## config.mk

```make
export PLATFORM = sky130hd
export DESIGN_NAME = bcd_mod_counter
export DESIGN_NICKNAME = d
export VERILOG_FILES = /design/src/rtl/bcd_clock_pkg.sv /design/src/rtl/bcd_digit.sv /design/src/rtl/bcd_mod_counter.sv
export SDC_FILE = /design/constraint.sdc
export NUM_CORES = 1
export LEC_CHECK = 0
export ABC_AREA = 1
export CORE_MARGIN = 1.5
export CORE_UTILIZATION = 54
export DETAILED_ROUTE_END_ITERATION = 16
export GPL_TIMING_DRIVEN = 0
export MAX_ROUTING_LAYER = met4
export PLACE_DENSITY = 0.9
export SETUP_SLACK_MARGIN = 0.02
export SKIP_CTS_REPAIR_TIMING = 1
export SYNTH_ARGS = -nofsm -noshare
export SYNTH_HDL_FRONTEND = slang
export SYNTH_SLANG_ARGS = --single-unit
export TNS_END_PERCENT = 50
```

## constraint.sdc

```tcl
create_clock -name clk -period 3.2 [get_ports clk]
set_input_delay 0.8 -clock clk [delete_from_list [all_inputs] [get_ports clk]]
set_output_delay 0.8 -clock clk [all_outputs]
set_load 0.01 [all_outputs]
```

## src/rtl/bcd_clock_pkg.sv

```systemverilog
// Shared types and helpers for the digital clock BCD stages.
package bcd_clock_pkg;

  typedef logic [3:0] bcd_t;

  localparam bcd_t BCD_MAX = 4'd9;

  // Binary value of a two-digit BCD pair; 8 bits covers non-BCD inputs up to 15,15.
  function automatic logic [7:0] bcd_to_bin(bcd_t tens, bcd_t units);
    return 8'({4'b0, tens} * 8'd10 + {4'b0, units});
  endfunction

endpackage

```

## src/rtl/bcd_digit.sv

```systemverilog
// Single BCD decade with increment/decrement, carry/borrow out and a priority set.
module bcd_digit
  import bcd_clock_pkg::*;
(
  input  logic       clk,
  input  logic       reset,
  input  logic       inc,
  input  logic       dec,
  input  logic       set,
  input  logic [3:0] set_value,
  output logic [3:0] value,
  output logic       carry,
  output logic       borrow
);

  bcd_t value_q, value_d;

  always_comb begin
    value_d = value_q;
    if (set) begin
      value_d = set_value;
    end else if (inc) begin
      value_d = (value_q >= BCD_MAX) ? 4'd0 : value_q + 4'd1;
    end else if (dec) begin
      value_d = (value_q == 4'd0) ? BCD_MAX : value_q - 4'd1;
    end
  end

  always_ff @(posedge clk) begin
    if (reset) begin
      value_q <= 4'd0;
    end else begin
      value_q <= value_d;
    end
  end

  assign value  = value_q;
  assign carry  = inc & (value_q == BCD_MAX);
  assign borrow = dec & (value_q == 4'd0);

endmodule

```

## src/rtl/bcd_mod_counter.sv

```systemverilog
// Two-decade up/down BCD counter with modulus wrap, parallel load and cascade terminal count.
module bcd_mod_counter
  import bcd_clock_pkg::*;
#(
  parameter int unsigned MODULUS = 60
) (
  input  logic       clk,
  input  logic       reset,
  input  logic       en,
  input  logic       up,
  input  logic       load,
  input  logic [3:0] load_tens,
  input  logic [3:0] load_units,
  output logic [3:0] tens,
  output logic [3:0] units,
  output logic [7:0] q,
  output logic       tc,
  output logic       load_err
);

  if (MODULUS < 2 || MODULUS > 100) begin : g_bad_modulus
    $error("bcd_mod_counter: MODULUS must be in 2..100");
  end

  localparam logic [7:0] ModVal   = 8'(MODULUS);
  localparam logic [7:0] MaxVal   = 8'(MODULUS - 1);
  localparam logic [3:0] TopTens  = 4'((MODULUS - 1) / 10);
  localparam logic [3:0] TopUnits = 4'((MODULUS - 1) % 10);

  logic [3:0] tens_v, units_v;
  logic [7:0] value_bin;
  logic       count, load_ok, wrap_up, wrap_dn, set;
  logic [3:0] set_tens, set_units;
  logic       units_carry, units_borrow;
  logic       tens_carry, tens_borrow;
  logic       load_err_q, load_err_d;

  assign value_bin = bcd_to_bin(tens_v, units_v);
  assign count     = en & ~load;
  assign load_ok   = (load_tens <= BCD_MAX) & (load_units <= BCD_MAX) &
                     (bcd_to_bin(load_tens, load_units) < ModVal);

  // Wrap is judged on the full value so non-decade moduli (e.g. 24) end correctly.
  assign wrap_up = count & up & (value_bin == MaxVal);
  assign wrap_dn = count & ~up & (value_bin == 8'd0);
  assign set     = (load & load_ok) | wrap_up | wrap_dn;

  always_comb begin
    set_tens  = 4'd0;
    set_units = 4'd0;
    if (load) begin
      set_tens  = load_tens;
      set_units = load_units;
    end else if (wrap_dn) begin
      set_tens  = TopTens;
      set_units = TopUnits;
    end
  end

  bcd_digit u_units (
    .clk       (clk),
    .reset     (reset),
    .inc       (count & up),
    .dec       (count & ~up),
    .set       (set),
    .set_value (set_units),
    .value     (units_v),
    .carry     (units_carry),
    .borrow    (units_borrow)
  );

  bcd_digit u_tens (
    .clk       (clk),
    .reset     (reset),
    .inc       (units_carry),
    .dec       (units_borrow),
    .set       (set),
    .set_value (set_tens),
    .value     (tens_v),
    .carry     (tens_carry),
    .borrow    (tens_borrow)
  );

  assign load_err_d = load & ~load_ok;

  always_ff @(posedge clk) begin
    if (reset) begin
      load_err_q <= 1'b0;
    end else begin
      load_err_q <= load_err_d;
    end
  end

  logic unused_cascade;
  assign unused_cascade = tens_carry ^ tens_borrow;

  assign tens     = tens_v;
  assign units    = units_v;
  assign q        = {tens_v, units_v};
  assign tc       = en & (up ? (value_bin == MaxVal) : (value_bin == 8'd0));
  assign load_err = load_err_q;

endmodule

```

* Yosys cells after proc, flatten, opt, wreduce, memory -nomap -nowiden *
Cells that the tools add are included.

storage, ports and cells
  flip-flop bits (word level) = 9
  bits in latches = 0
  RAM bits = 0
  bits in read-only memories = 0
  bits of input ports = 13
  logic and storage cells = 55
  memories = 0

operators by class
  add/subtract/negate cells = 6
  $mul = 2
  divide/modulo/power cells = 0
  $lt $le $gt $ge = 5
  equal/unequal tests = 2
  shift operators = 0
  multiplexer cells = 15
  bitwise logic cells = 17
  reductions and logical operators = 5

operators by type and width
  cell                                                                   number
  4-bit 2-to-1 mux                                                       13
  8-bit by 4-bit adder with 8-bit output                                 2
  4-bit by 3-bit multiplier with 7-bit output (second input constant)    2
  1-bit AND                                                              12
  4-bit by 1-bit adder with 4-bit output (second input constant)         2
  8-bit by 6-bit == test with 1-bit output (second input constant)       1
  4-bit >= comparator (second input constant)                            2
  4-bit less-or-equal comparator (second input constant)                 2
  4-bit logical NOT                                                      2
  8-bit logical NOT                                                      1
  8-bit by 6-bit < comparator with 1-bit output (second input constant)  1
  4-bit by 1-bit subtractor with 4-bit output (second input constant)    2
  3-bit nonzero test                                                     2
  4-bit == test (second input constant)                                  1
  3-bit 2-to-1 mux                                                       1
  1-bit inverter                                                         3
  1-bit bitwise OR                                                       2
  1-bit 2-to-1 mux                                                       1

* Depth between registers and ports, before layout *
  depth in word-level cells = 8
  mapped depth = 17

* Cells and area by module *
A second synthesis with hierarchy kept.

unflattened totals
  cell total of the unflattened synthesis = 284
  area, all modules = 1770.4 um2

modules (own cells, without submodules)
  module           instances  cells an instance  area an instance (um2)  sequential area each (um2)
  bcd_mod_counter  1          156                904.6                   20.0
  bcd_digit        2          64                 432.9                   80.1

* Least setup slack after synthesis *
Ideal clock, no wire load.

  path type = register to output
  start point = reg u_tens.value_q[1], in the netlist u_tens.value[1]
  end point = out tc
  data arrival time = 2.356 ns
  required time = 2.400 ns
  slack = 0.044 ns
  cell stages (with the launch flop) = 14
  buffers on the path = 0
  cell sequence = dfxtp_1 > ha_1 > ha_1 > fa_1 > nand2_1 > nor2_1 > nand2_1 > nand2_1 > nand2_2 > nand2_4 > nand3_1 > nand2_1 > nand2_1 > a21oi_1

between the ends
  word-level cells in the longest chain between the ends = 5
  elaborated cells on any way between the ends = 6
  those cells by class = add/sub: 1; mul: 1; eq/ne: 1; mux: 1; bitwise: 1; reduce/logical: 1

RTL lines
  element                                                                        line                    RTL
  start: declaration                                                             bcd_digit.sv:16         bcd_t value_q, value_d;
  start signal: assignment                                                       bcd_digit.sv:33         value_q <= value_d;
  4-bit by 3-bit multiplier with 7-bit output *                                  bcd_clock_pkg.sv:10     return 8'({4'b0, tens} * 8'd10 + {4'b0, units});
  8-bit by 4-bit adder with 8-bit output *                                       bcd_clock_pkg.sv:10
  8-bit by 6-bit == test with 1-bit output or 8-bit logical NOT (tied branches)  bcd_mod_counter.sv:100  assign tc = en & (up ? (value_bin == MaxVal) : (value_bin == 8'd0));
  1-bit 2-to-1 mux *                                                             bcd_mod_counter.sv:100
  1-bit AND *                                                                    bcd_mod_counter.sv:100
  end: declaration                                                               bcd_mod_counter.sv:17   output logic tc,

Mark *: on every way between the ends. The rest lies on a longest branch, timed or not.

* Worst setup path after layout *
Same ends and word-level chain as after synthesis.

==> results.tsv <==
metric	value	unit
outcome	finished, violations left	
violations	negative setup slack	
wl	4420	um
end_kind	output pin	
fmax	297	MHz
power_frac_clock	9.5	%
synth_edf_count	0	
syn_area	1800	um2
synth-xor-area-share	1.95	%
peakVddDrop	0.252	mV
p_comb_share	71.2	%
grt_pass1_wl	6750	um
cts-root-buf	clkbuf_4	
netlist.top_cell.by_area	nand2_1	
synth_compound_area_share	8.27	%
synthAdderAreaFrac	17.7	%
seqPwrFrac	19.3	%
cts_tree	built	
power.leakage	1.23	nW
clk_latency	0.27	ns
h-tree-depth	1	
r2r_slack	0.30	ns
fp.dieArea	3690	um2
worst_path_most_repeated_cell	nand2_2	
period_needed	3.36	ns
synth_most_common_cell	nand2_1	
cp.buffers_inverters	1	
endpoint	tc	
met3_usage	2.99	%
drcViolationCount	0	
placementRows	20	
start_util	58.0	%
async_reset_ff_share	0	%
cpPeakStageDelay	0.58	ns
final_util	76.3	%
crit_required	2.40	ns
clock_skew	0.0134	ns
cts-buffers-inserted	3	
core	3100	um2
synthFlopType	dfxtp_1	
worst-endpoint-arrival	2.56	ns
setup_viol	1	
cts.sinks	9	
slew_headroom	75.6	%
synthCells	297	
clock_path_buffers	2	
first_pass_iters	4	
final.setup.worst_slack	-0.162	ns
worstSetupPathType	reg -> out	
ys_top_cells_by_count	nand2_1 (101), inv_1 (44), nand3_1 (26), nor2_1 (20), ha_1 (19)	
syn_avg_cell_area	6.06	um2
track_usage	24.3	%
viasPerCell	5.13	
grt_overflow_total	0	
max_cap_viol_count	0	
critPathMaxFanout	5	
start_kind	flop	
worstMarginPinSlew	0.363	ns
vias	1995	
grt_pass1_vias	1665	
drt_iter0_markers	112	
cp.depth	14	
antenna_found_initial	0	
intPower	0.501	mW
synthSimpleGateAreaFrac	48.1	%
synth_seq_cells	9	
synth.distinct_cells	33	
grt_busiest_layer	met2	
p_sw	0.449	mW
die_h	60.7	um
nNetsFinal	382	
gp_congestion	0.924	
post-place-ws	-0.553	ns
slew_viol_final	0	
synth_seq_area_share	10.0	%
power	0.950	mW
synth_mux_area_share	0	%
synth_nets	333	
reg2reg_depth	15	
finalHoldViolCount	0	
power.density	401	nW/um2
fillers	262	
min_path_type	reg -> reg	
dp_hpwl	3190	um
final_layout_size_suffix_gt1_share	20.6	%
use_met1	30.4	%
timing.rr.start	u_tens.value[1]$_SDFFE_PP0P_	
use_met2	41.8	%
wl_per_cell	11.4	um
synth_top_area_share	21.1	%
clk_pin_slew	0.07	ns
numPortBuffers	30	
min_period_over_period	105	%
area_delta_synth_final	31.5	%
cpMaxStageDelayCell	fa_2	
ant_nets	0	
netlist_top_cells_area	nand2_1 (21%), ha_1 (13%), dfxtp_1 (10%), inv_1 (9.2%), nand3_1 (7.2%)	
fp.dieW	60.7	um
path_cells	ha_4 > ha_4 > fa_2 > nand2_2 > nor2_2 > nand2_2 > nand2_2 > nand2_2 > nand2_4 > nand3_2 > nand2_1 > nand2_1 > a21oi_1 > buf_2	
cp-startpoint	u_tens.value[1]$_SDFFE_PP0P_	
switching_share	47.3	%
ys_warn_count	0	
path_delay_family	adder cells	
antenna_cells	0	
rsz0062_at_grt	true	
hold_depth	2	
ios	31	
grt_max_degree	11	
r2r-end	u_units.value[3]$_SDFFE_PP0P_	
synth_top_family_by_area	simple AND/OR/NAND/NOR gates	
[power groups by stage]
stage	Clock (mW)	Combinational, mW	Sequential (mW)
after floorplan	0	0.418	0.179
after detailed placement	0	0.594	0.181
after CTS	0.0900	0.596	0.180
final	0.0902	0.677	0.183
after global routing	0.0959	0.759	0.187
after global placement	0	0.578	0.182
[layout by cell type (no fill, tap or decap), types with 3 or more instances in the layout]
cell type,count
nand2_1,97
xor2_1,3
a21oi_1,9
nor2_1,17
nand3_1,24
ha_1,16
o211ai_1,3
o21ai_0,9
inv_1,44
nand3_2,3
buf_4,21
clkdlybuf4s50_1,25
nor2_4,4
nand4_4,3
dfxtp_2,3
dfxtp_4,3
nand2_2,8
nor3_1,5
clkbuf_4,3
dfxtp_1,3
nand4_1,6
nor2_2,8
[tightest hold or removal path: cells and delay by family, from the launching register on]
family             cells  cell delay (ns)
AOI/OAI and AO/OA      1             0.06
DFF                    1             0.37
and+or+nand+nor        1             0.09
[worst min-delay path by stage]
| stage | slack, ns | to | from |
|---|---|---|---|
| 2_1_floorplan | 0.58 | u_units.value[1]$_SDFFE_PP0P_ | u_units.value[1]$_SDFFE_PP0P_ |
| 3_3_place_gp | 0.60 | u_units.value[1]$_SDFFE_PP0P_ | u_units.value[1]$_SDFFE_PP0P_ |
| 3_5_place_dp | 0.60 | u_units.value[1]$_SDFFE_PP0P_ | u_units.value[1]$_SDFFE_PP0P_ |
| 4_1_cts | 0.61 | u_units.value[1]$_SDFFE_PP0P_ | u_units.value[1]$_SDFFE_PP0P_ |
| 5_1_grt | 0.57 | u_units.value[1]$_SDFFE_PP0P_ | u_units.value[1]$_SDFFE_PP0P_ |
| 6_report | 0.55 | u_units.value[1]$_SDFFE_PP0P_ | u_units.value[1]$_SDFFE_PP0P_ |
[per-stage QoR]
| stage | hold slack, ns | area, um2 | cells | setup TNS [ns] |
|---|---|---|---|---|
| global route | 0.572 | 2370 | 389 | -0.279 |
| detailed placement | 0.601 | 2160 | 371 | -4.63 |
| CTS | 0.613 | 2180 | 375 | -2.50 |
| floorplan | 0.578 | 1800 | 297 | 0 |
| global placement | 0.598 | 2160 | 371 | -3.65 |
| finish | 0.555 | 2370 | 389 | -0.162 |
[registers in the layout, indices dropped and copies added, names as in the netlist]
name,flops
load_err,1
u_tens.value,4
u_units.value,4
[final cells by class]
type / instances / area, um2 / area share [%]
multi-input cells: 233 / 1450 / 61.3
repair buffers: 43 / 388 / 16.4
flip-flops and latches: 9 / 195 / 8.24
inverters: 46 / 178 / 7.50
plain buffers: 10 / 75.1 / 3.17
well taps: 44 / 55.1 / 2.32
clock buffers: 4 / 26.3 / 1.11
[cells by family (layout without fill, tap and decap cells)]
family,after synthesis,after routing
fa+ha+maj,23,23
flops,9,9
xor+xnor,4,4
simple gates,179,180
compound gates,26,26
buf+inv,56,103
[layer usage]
metal / vias to the layer above / share of wire [%] / wire length, um
li1: 1046 / - / -
met5: - / 0 / 0
met1: 898 / 44 / 1930
met4: 0 / 1.3 / 57
met3: 6 / 3.2 / 143
met2: 45 / 52 / 2290
No activity file was read; power rests on OpenSTA's default activity.
